File: src/rtl/cpu_pkg.sv
// Shared CPU definitions: field positions, widths and fetch state encoding.
package cpu_pkg;
    localparam int         PC_W        = 16;
    localparam int         INSTR_W     = 16;
    localparam int         OP_HI       = 15;
    localparam int         OP_LO       = 12;
    localparam logic [3:0] HALT_OP_DEF = 4'hF;

    typedef enum logic {
        FETCH = 1'b0,
        HALT  = 1'b1
    } fetch_state_e;

    function automatic logic [3:0] opcode(input logic [INSTR_W-1:0] instr);
        return instr[OP_HI:OP_LO];
    endfunction
endpackage

File: src/rtl/fetch_unit_if.sv
// Fetch-stage bus: instmem address/data, branch redirect, and decode handshake.
interface fetch_if
    import cpu_pkg::*;
#(
    parameter int PC_W = cpu_pkg::PC_W
);
    logic [PC_W-1:0]    mem_pc;
    logic               mem_en;
    logic [INSTR_W-1:0] mem_instr;
    logic               branch_taken;
    logic [PC_W-1:0]    branch_target;
    logic               id_ready;
    logic               if_valid;
    logic [INSTR_W-1:0] if_instr;
    logic [PC_W-1:0]    if_pc;
    logic               halted;
    logic [15:0]        fetch_count;

    modport master (
        output mem_pc, mem_en, if_valid, if_instr, if_pc, halted, fetch_count,
        input  mem_instr, branch_taken, branch_target, id_ready
    );

    modport slave (
        input  mem_pc, mem_en, if_valid, if_instr, if_pc, halted, fetch_count,
        output mem_instr, branch_taken, branch_target, id_ready
    );
endinterface

File: src/rtl/fetch_unit_pipe_reg.sv
// Instruction register between fetch and decode: flush beats load beats drain/hold.
module fetch_pipe_reg
    import cpu_pkg::*;
#(
    parameter int PC_W = cpu_pkg::PC_W
) (
    input  logic               clk,
    input  logic               reset,
    input  logic               i_load,
    input  logic               i_flush,
    input  logic               i_ready,
    input  logic [INSTR_W-1:0] i_instr,
    input  logic [PC_W-1:0]    i_pc,
    output logic               o_valid,
    output logic [INSTR_W-1:0] o_instr,
    output logic [PC_W-1:0]    o_pc
);
    logic               r_valid;
    logic [INSTR_W-1:0] r_instr;
    logic [PC_W-1:0]    r_pc;

    always_ff @(posedge clk or negedge reset) begin
        if (!reset) begin
            r_valid <= 1'b0;
            r_instr <= '0;
            r_pc    <= '0;
        end else if (i_flush) begin
            r_valid <= 1'b0;
        end else if (i_load) begin
            r_valid <= 1'b1;
            r_instr <= i_instr;
            r_pc    <= i_pc;
        end else if (r_valid && i_ready) begin
            // consumed with nothing behind it
            r_valid <= 1'b0;
        end
    end

    assign o_valid = r_valid;
    assign o_instr = r_instr;
    assign o_pc    = r_pc;
endmodule

File: src/rtl/fetch_unit.sv
// Fetch stage: owns the PC, drives instmem, halts on the halt opcode, redirects on branch.
module fetch_unit
    import cpu_pkg::*;
#(
    parameter logic [15:0] RESET_VECTOR = 16'h0000,
    parameter logic [3:0]  HALT_OPCODE  = HALT_OP_DEF,
    parameter int          PC_W         = cpu_pkg::PC_W
) (
    input  logic  clk,
    input  logic  reset,
    fetch_if.master bus
);
    fetch_state_e       r_state;
    logic [PC_W-1:0]    r_pc;
    logic               r_halted;
    logic [15:0]        r_count;
    logic               w_valid;
    logic               w_load;
    logic               w_xfer;
    logic [INSTR_W-1:0] w_instr;
    logic [PC_W-1:0]    w_if_pc;

    assign w_load = (r_state == FETCH) && (!w_valid || bus.id_ready) && !bus.branch_taken;
    assign w_xfer = w_valid && bus.id_ready;

    always_ff @(posedge clk or negedge reset) begin
        if (!reset) begin
            r_state  <= FETCH;
            r_pc     <= PC_W'(RESET_VECTOR);
            r_halted <= 1'b0;
            r_count  <= '0;
        end else begin
            if (w_xfer && r_count != 16'hFFFF)
                r_count <= r_count + 16'd1;
            if (bus.branch_taken) begin
                r_pc     <= bus.branch_target;
                r_state  <= FETCH;
                r_halted <= 1'b0;
            end else if (w_load) begin
                r_pc <= r_pc + 1'b1;
                if (opcode(bus.mem_instr) == HALT_OPCODE) begin
                    r_state  <= HALT;
                    r_halted <= 1'b1;
                end
            end
        end
    end

    fetch_pipe_reg #(.PC_W(PC_W)) u_pipe (
        .clk     (clk),
        .reset   (reset),
        .i_load  (w_load),
        .i_flush (bus.branch_taken),
        .i_ready (bus.id_ready),
        .i_instr (bus.mem_instr),
        .i_pc    (r_pc),
        .o_valid (w_valid),
        .o_instr (w_instr),
        .o_pc    (w_if_pc)
    );

    // gate with reset so instmem sees no request while reset is held
    assign bus.mem_en      = w_load & reset;
    assign bus.mem_pc      = r_pc;
    assign bus.if_valid    = w_valid;
    assign bus.if_instr    = w_instr;
    assign bus.if_pc       = w_if_pc;
    assign bus.halted      = r_halted;
    assign bus.fetch_count = r_count;
endmodule

File: src/flat_wrapper.sv
// flat-port wrapper written by rule: the top's interface ports become plain ports
module fetch_unit_flat import cpu_pkg::*;
#(
    parameter logic [15:0] RESET_VECTOR = 16'h0000,
    parameter logic [3:0]  HALT_OPCODE  = HALT_OP_DEF,
    parameter int          PC_W         = cpu_pkg::PC_W
)
  (clk, reset, bus_mem_pc, bus_mem_en, bus_if_valid, bus_if_instr, bus_if_pc, bus_halted, bus_fetch_count, bus_mem_instr, bus_branch_taken, bus_branch_target, bus_id_ready);
  fetch_if #(.PC_W(PC_W)) bus_i ();
  input  logic clk;
  input  logic reset;
  output wire logic [$bits(bus_i.mem_pc)-1:0] bus_mem_pc;
  output wire logic [$bits(bus_i.mem_en)-1:0] bus_mem_en;
  output wire logic [$bits(bus_i.if_valid)-1:0] bus_if_valid;
  output wire logic [$bits(bus_i.if_instr)-1:0] bus_if_instr;
  output wire logic [$bits(bus_i.if_pc)-1:0] bus_if_pc;
  output wire logic [$bits(bus_i.halted)-1:0] bus_halted;
  output wire logic [$bits(bus_i.fetch_count)-1:0] bus_fetch_count;
  input wire logic [$bits(bus_i.mem_instr)-1:0] bus_mem_instr;
  input wire logic [$bits(bus_i.branch_taken)-1:0] bus_branch_taken;
  input wire logic [$bits(bus_i.branch_target)-1:0] bus_branch_target;
  input wire logic [$bits(bus_i.id_ready)-1:0] bus_id_ready;
  assign bus_mem_pc = bus_i.mem_pc;
  assign bus_mem_en = bus_i.mem_en;
  assign bus_if_valid = bus_i.if_valid;
  assign bus_if_instr = bus_i.if_instr;
  assign bus_if_pc = bus_i.if_pc;
  assign bus_halted = bus_i.halted;
  assign bus_fetch_count = bus_i.fetch_count;
  assign bus_i.mem_instr = bus_mem_instr;
  assign bus_i.branch_taken = bus_branch_taken;
  assign bus_i.branch_target = bus_branch_target;
  assign bus_i.id_ready = bus_id_ready;
  fetch_unit #(.RESET_VECTOR(RESET_VECTOR), .HALT_OPCODE(HALT_OPCODE), .PC_W(PC_W)) u_core (.clk(clk), .reset(reset), .bus(bus_i));
endmodule
File: config.mk
export PLATFORM = sky130hd
export DESIGN_NAME = fetch_unit_flat
export DESIGN_NICKNAME = d
export VERILOG_FILES = /design/src/rtl/cpu_pkg.sv /design/src/rtl/fetch_unit_if.sv /design/src/rtl/fetch_unit_pipe_reg.sv /design/src/rtl/fetch_unit.sv /design/src/flat_wrapper.sv
export SDC_FILE = /design/constraint.sdc
export NUM_CORES = 1
export LEC_CHECK = 0
export BUFFER_PORTS_ARGS = -buffer_cell sky130_fd_sc_hd__buf_2
export CORE_MARGIN = 5
export CORE_UTILIZATION = 45
export CTS_CLUSTER_DIAMETER = 200
export DETAILED_ROUTE_END_ITERATION = 10
export PLACE_DENSITY = 0.85
export RECOVER_POWER = 100
export SYNTH_ARGS = -nofsm -noshare
export SYNTH_HDL_FRONTEND = slang
export SYNTH_SLANG_ARGS = --single-unit
File: constraint.sdc
create_clock -name clk -period 1.9 [get_ports clk]
set_clock_uncertainty 0.2 [all_clocks]
set_input_delay 0.38 -clock clk [delete_from_list [all_inputs] [get_ports clk]]
set_output_delay 0.38 -clock clk [all_outputs]
set_load 0.05 [all_outputs]
==> impl_metrics.tcl, run 1 <==
set metrics [dict create \
    yosysTopAreaCell "dfrtp_1" \
    slew_headroom 0.409 \
    fill_cells 544 \
    design.die.area_um2 8200 \
    period_needed_ns 1.90 \
    hold_depth 3 \
    cts_buffers 9 \
    switching_share 0.397 \
    drv_cap 0 \
    cts_tree "yes" \
    yosys.area_share.simple 0.147 \
    dp_cells 417 \
    drive_gt1_frac 0.485 \
    cts.sinks 66 \
    die_w_um 90.6 \
    whs_ns 0.0409 \
    initial_utilization 0.460 \
    synth_top_family_by_area "simple AND/OR/NAND/NOR gates" \
    period_share 1.00 \
    grt_usage 0.170 \
    postRouteAntennaNets 0 \
    core_area_um2 6350 \
    wl_per_cell_um 15.7 \
    port_buffers 102 \
    yosysUniqueCellTypes 35 \
    yosys_most_used_dff "dfrtp_1" \
    antenna_found_initial 0 \
    irDropWorstVdd_v 0.000707 \
    fin_cells 442 \
    max_freq_ghz 0.525 \
    preCtsSetupSlack_ns 0.00311 \
    setup_viol 1 \
    clk_latency_ns 0.34 \
    r2r-end "u_core.u_pipe.o_instr[4]" \
    hold_path.class "in -> reg" \
    vias_per_cell 5.11 \
    antennaDiodeCount 0 \
    synth_seq_cells 66 \
    p_int_uw 2760 \
    drc 0 \
    synth_area_leaders "dfrtp_1, mux2_2, xnor2_1, xor2_1, nand2_1" \
    finalWeightedCongestion 0.823 \
    start_kind "flop" \
    hold_viol 0 \
    dp_hpwl_mm 4.91 \
    critPathMaxFanout 7 \
    cts_max_path_buffers 2 \
    fp-row-count 29 \
    power_leakage_uw 0.00177 \
    slowest_stage "dfrtp_2" \
    grt_first_pass_wirelength_mm 11.2 \
    via_count 2257 \
    h-tree-depth 3 \
    drt_iter0_drc 55 \
    rsz0062_at_grt "true" \
    dr.pass1.iters 6 \
    clock-root-buffer "clkbuf_8" \
    yosysTopAreaCellShare 0.565 \
    grt_pass1_vias 2313 \
    area_growth_pct 33.1 \
    violations "negative setup slack" \
    worst_path_largest_cell_delay_ns 0.47 \
    synth-compound-area-share 0.0420 \
    slew_violations 0 \
    ioPinCount 103 \
    die_y_um 90.6 \
    worstSetupPathType "reg -> out" \
    status "complete, but fails checks" \
    synth-xor-area-share 0.0869 \
    reg2reg_depth 5 \
    power-per-cell-area_nw_per_um2 1180 \
    clock_power_share 0.266 \
    min_to "u_core.bus.mem_pc[0]" \
    multiInputGateArea_um2 1250 \
    p_comb_frac 0.333 \
    switchingPower_uw 1820 \
    synthMuxAreaShare 0.134 \
    reg2reg_setup_slack_ns 0.05 \
    p_seq_frac 0.401 \
    clkTransAtPathRegs_ns 0.06 \
    min_from "bus_branch_target[0]" \
    syn_nets 272 \
    grt_max_degree 67 \
    synth_edf_count 0 \
    syn_avg_cell_area_um2 12.5 \
    overflow 0 \
    ys_seq_area_frac 0.565 \
    synth_cells 234 \
    synth_adder_area_share 0.00857 \
    finalNetCount 398 \
    path_cells "nor3_4, and2_4, buf_8" \
    reg2reg_from "u_core.bus.halted" \
    netlist_area_um2 2920 \
    setup_ws_ns -0.00375 \
    yosys_warnings 0 \
    register_area_um2 1680 \
    worstPathArrival_ns 1.32 \
    crit_required_ns 1.32 \
    async_reset_ff_frac 1.00 \
    end_kind "output port" \
    worst_pin_slew_ns 0.887 \
    wl_mm 6.92 \
]
[power by group through the flow]
stage	logic, uW	registers [uW]	clock network (uW)
floorplan	347	2610	0
global placement	1520	1840	0
detailed placement	1550	1850	0
CTS	1570	1820	1250
global route	1610	1870	1320
finish	1530	1830	1210
[state kept, by name (all words and copies together) (netlist names)]
name and count:
u_core.u_pipe.o_instr 16, u_core.u_pipe.o_valid 1, u_core.bus.halted 1, u_core.bus.fetch_count 16, u_core.u_pipe.o_pc 16, u_core.bus.mem_pc 16
[cells by family after synthesis]
logic type | after synthesis
and+or+nand+nor | 73
adders and majority gates | 2
AOI/OAI and AO/OA | 20
buffers and inverters | 9
DFF | 66
xor gates and xnor gates | 29
muxes | 35
[per-stage QoR]
| step | total power (uW) | util | instance area, um^2 | TNS, ns |
|---|---|---|---|---|
| after floorplan | 2960 | - | 2970 | -1.27 |
| after global placement | 3360 | 0.570 | 3620 | 0 |
| after detailed placement | 3400 | 0.570 | 3620 | 0 |
| after CTS | 4640 | 0.609 | 3870 | -0.196 |
| after global routing | 4800 | 0.612 | 3890 | -0.185 |
| final | 4570 | 0.612 | 3890 | -0.00375 |
[layer usage]
layer | vias to the layer above | routed length, um | global-route usage
li1 | 1071 | - | -
met1 | 1105 | 2780 | 0.202
met2 | 70 | 3530 | 0.278
met3 | 11 | 483 | 0.0658
met4 | 0 | 120 | 0.0645
met5 | - | 0 | 0
[what timing repair did]
item	in CTS	in global routing
buffers inserted	2	8
setup endpoints to repair	1	36
pin swaps	2	7
resized for setup	7	5
gates cloned	0	0
hold buffers	0	0
[area by class of cell]
class	count	share of cell area
Multi-Input combinational cell	159	0.322
Clock inverter	2	0.00901
Tap cell	77	0.0248
Inverter	1	0.000966
Sequential cell	66	0.432
Clock buffer	14	0.0444
Timing Repair Buffer	123	0.166
[critical path, delay by kind of cell, from the launching register on]
| family | cells | cell delay, ns |
|---|---|---|
| simple gates | 2 | 0.37 |
| buf+inv | 1 | 0.14 |
| flops | 1 | 0.47 |
[synthesized netlist by cell type (2+ instances only)]
master	number
xnor2_1	17
nand4_1	7
buf_2	3
a31oi_1	2
mux2_1	3
o21ai_1	10
nand3_1	13
nand2_1	24
and3_1	8
xor2_1	12
clkbuf_1	4
ha_1	2
mux2_2	31
and4_1	2
nor4_4	2
dfrtp_1	66
nor2_1	5
nor2b_1	2
o21ai_0	5
[worst max path at each step]
| stage | startpoint | end | depth (start not counted) |
|---|---|---|---|
| 6_report | u_core.bus.halted | bus_mem_en | 3 |
| 3_3_place_gp | bus_id_ready | bus_mem_en | 6 |
| 2_1_floorplan | u_core.u_pipe.o_valid | bus_mem_en | 5 |
| 5_1_grt | u_core.u_pipe.o_valid | bus_mem_en | 4 |
| 3_5_place_dp | bus_id_ready | u_core.u_pipe.o_instr[4] | 6 |
| 4_1_cts | u_core.u_pipe.o_valid | bus_mem_en | 5 |
[cell usage in the layout, fill, tap and decap left out, types with 2 or more instances in the layout]
cell and instances:
clkbuf_8 12, nor4_4 2, o21ai_0 5, nand4_1 7
xor2_1 12, mux2_1 3, a31oi_1 2, nand2_1 24
mux2_2 30, dfrtp_2 22, xnor2_1 17, a21oi_1 2
and3_4 3, clkbuf_2 40, nor2_1 5, buf_4 18
and3_1 6, ha_1 2, clkbuf_1 28, dfrtp_1 44
o21ai_1 10, nand3_1 13, buf_2 36
Power figures use the tool's default switching activity.
==> inputs of run 2 (changes only) <==
--- a/config.mk
+++ b/config.mk
@@ -6,11 +6,10 @@
 export NUM_CORES = 1
 export LEC_CHECK = 0
 export BUFFER_PORTS_ARGS = -buffer_cell sky130_fd_sc_hd__buf_2
-export CORE_MARGIN = 5
-export CORE_UTILIZATION = 45
+export CORE_UTILIZATION = 49
 export CTS_CLUSTER_DIAMETER = 200
 export DETAILED_ROUTE_END_ITERATION = 10
-export PLACE_DENSITY = 0.85
+export PLACE_DENSITY = 0.88
 export RECOVER_POWER = 100
 export SYNTH_ARGS = -nofsm -noshare
 export SYNTH_HDL_FRONTEND = slang
==> constraint.sdc (replaced) <==
create_clock -name clk -period 1.8 [get_ports clk]
set_clock_uncertainty 0.2 [all_clocks]
set_input_delay 0.36 -clock clk [delete_from_list [all_inputs] [get_ports clk]]
set_output_delay 0.36 -clock clk [all_outputs]
set_load 0.05 [all_outputs]
==> run 2 against run 1 <==
Effect of this change: the flow still finishes with violations (negative setup slack); final cell count unchanged; first-iteration DRC count grew 100%; register-to-register slack got worse by 0.06 ns; total power increased by 4.0%; clock power fell by 12%; wire length grew 0.29%; via count up 2.5%; critical endpoint unchanged; sequential share of layout area decreased by 1.3 points; setup slack got worse by 0.077 ns.
==> impl_metrics.tcl, run 2 (synthesis results as in run 1) <==
set metrics [dict create \
    status "complete, but fails checks" \
    violations "negative setup slack" \
    area_growth_pct 37.5 \
    postLayoutCellArea_um2 4020 \
    worst_path_largest_cell_delay_ns 0.40 \
    power-per-cell-area_nw_per_um2 1180 \
    critPathBufInv 1 \
    drt_iter0_drc 112 \
    start_kind "flop" \
    min_to "u_core.bus.mem_pc[0]" \
    worstSetupPathType "reg -> out" \
    postRouteAntennaNets 0 \
    finalNetCount 403 \
    clock-root-buffer "clkbuf_8" \
    fp-row-count 27 \
    grt_max_degree 67 \
    whs_ns 0.0333 \
    grt_pass1_vias 2376 \
    critPathMaxFanout 3 \
    slowest_stage "dfrtp_2" \
    antenna_found_initial 0 \
    finalWeightedCongestion 0.795 \
    hold_depth 3 \
    antennaDiodeCount 0 \
    port_buffers 102 \
    vias_per_cell 5.24 \
    final_common_cell "buf_2" \
    power_leakage_uw 0.00187 \
    cts.sinks 66 \
    drc 0 \
    drive_gt1_frac 0.589 \
    die_y_um 79.2 \
    slew_violations 0 \
    setup_viol 2 \
    layout_common_cells "buf_2, dfrtp_1, clkbuf_2" \
    grt_first_pass_wirelength_mm 11.1 \
    rsz0062_at_grt "true" \
    core_area_um2 5640 \
    crit_required_ns 1.24 \
    via_count 2314 \
    irDropWorstVdd_v 0.000725 \
    path_cells "nor2b_4, nor3_4, and2_4, buf_8" \
    post_dp_cell_area_um2 3750 \
    reg2reg_from "u_core.u_pipe.o_valid" \
    grt_usage 0.238 \
    final_util 0.712 \
    period_needed_ns 1.88 \
    overflow 0 \
    report.power.total_uw 4760 \
    hold_path.class "in -> reg" \
    r2r-end "u_core.bus.mem_pc[13]" \
    setup_ws_ns -0.0807 \
    min_from "bus_branch_target[0]" \
    cpLargestDelayFamily "simple AND/OR/NAND/NOR gates" \
    period_share 1.04 \
    clkTransAtPathRegs_ns 0.07 \
    cts_max_path_buffers 2 \
    end_kind "output port" \
    drv_cap 0 \
    cts_buffers 9 \
    dp_hpwl_mm 4.86 \
    wl_per_cell_um 15.7 \
    hold_viol 0 \
    fin_tns_setup_ns -0.0888 \
    die_w_um 79.2 \
    reg2reg_setup_slack_ns -0.01 \
    worst_pin_slew_ns 0.891 \
    wl_mm 6.94 \
    cts_tree "yes" \
    clk_latency_ns 0.33 \
    design.die.area_um2 6280 \
    max_freq_ghz 0.532 \
    slew_headroom 0.406 \
    initial_utilization 0.518 \
    h-tree-depth 3 \
    reg2reg_depth 7 \
    worstPathArrival_ns 1.32 \
    dr.pass1.iters 4 \
    ioPinCount 103 \
]
[run 2: metrics by stage]
stage	instances	setup WS, ns
global route	442	-0.127
detailed placement	418	0.00148
global placement	418	0.0170
floorplan	234	-0.196
finish	442	-0.0807
CTS	437	-0.109
[run 2: cell type report]
| type | count | area [um^2] |
|---|---|---|
| sequential | 66 | 1680 |
| clock buffer | 13 | 149 |
| timing repair buffer | 128 | 734 |
| clock inverter | 3 | 15.0 |
| inverter | 1 | 3.75 |
| multi-input combinational | 159 | 1340 |
| tap | 72 | 90.1 |
| fill | 400 | 1620 |
[run 2: how the worst max path moves through the flow]
stage | startpoint | end | slack (ns) | cells after the start
6_report | u_core.u_pipe.o_valid | bus_mem_en | -0.08 | 4
5_1_grt | u_core.u_pipe.o_valid | bus_mem_en | -0.13 | 4
4_1_cts | u_core.u_pipe.o_valid | bus_mem_en | -0.11 | 4
3_5_place_dp | bus_id_ready | u_core.bus.mem_pc[15] | 0.001 | 7
3_3_place_gp | bus_id_ready | u_core.bus.mem_pc[15] | 0.02 | 7
2_1_floorplan | u_core.u_pipe.o_valid | bus_mem_en | -0.20 | 5
[run 2: where the power goes]
group | total [uW] | switching [uW] | leakage [uW] | internal [uW]
logic | 1740 | 1210 | 0.00101 | 522
clock network | 1070 | 533 | 0.0000872 | 532
registers | 1960 | 222 | 0.000781 | 1730
total | 4760 | 1970 | 0.00187 | 2790
[run 2: per-layer routing]
layer  wire length (um)  vias up  track usage
li1                   -     1088            -
met1               2980     1141        0.295
met2               3530       83        0.396
met3                405        2       0.0736
met4                 20        0       0.0745
met5                  0        -            0
[run 2: repair_timing]
| action | in CTS | in global routing |
|---|---|---|
| buffers inserted | 3 | 5 |
| hold buffers | 0 | 0 |
| setup endpoints to repair | 3 | 11 |
| pin swaps | 4 | 8 |
| gates resized for setup | 3 | 9 |
[run 2: worst register-to-register path: cells and delay by family, from the launching register on]
family | cells | cell delay (ns)
buf+inv | 2 | 0.32
simple gates | 3 | 0.51
flops | 1 | 0.40
xor+xnor | 1 | 0.17
compound gates | 1 | 0.09
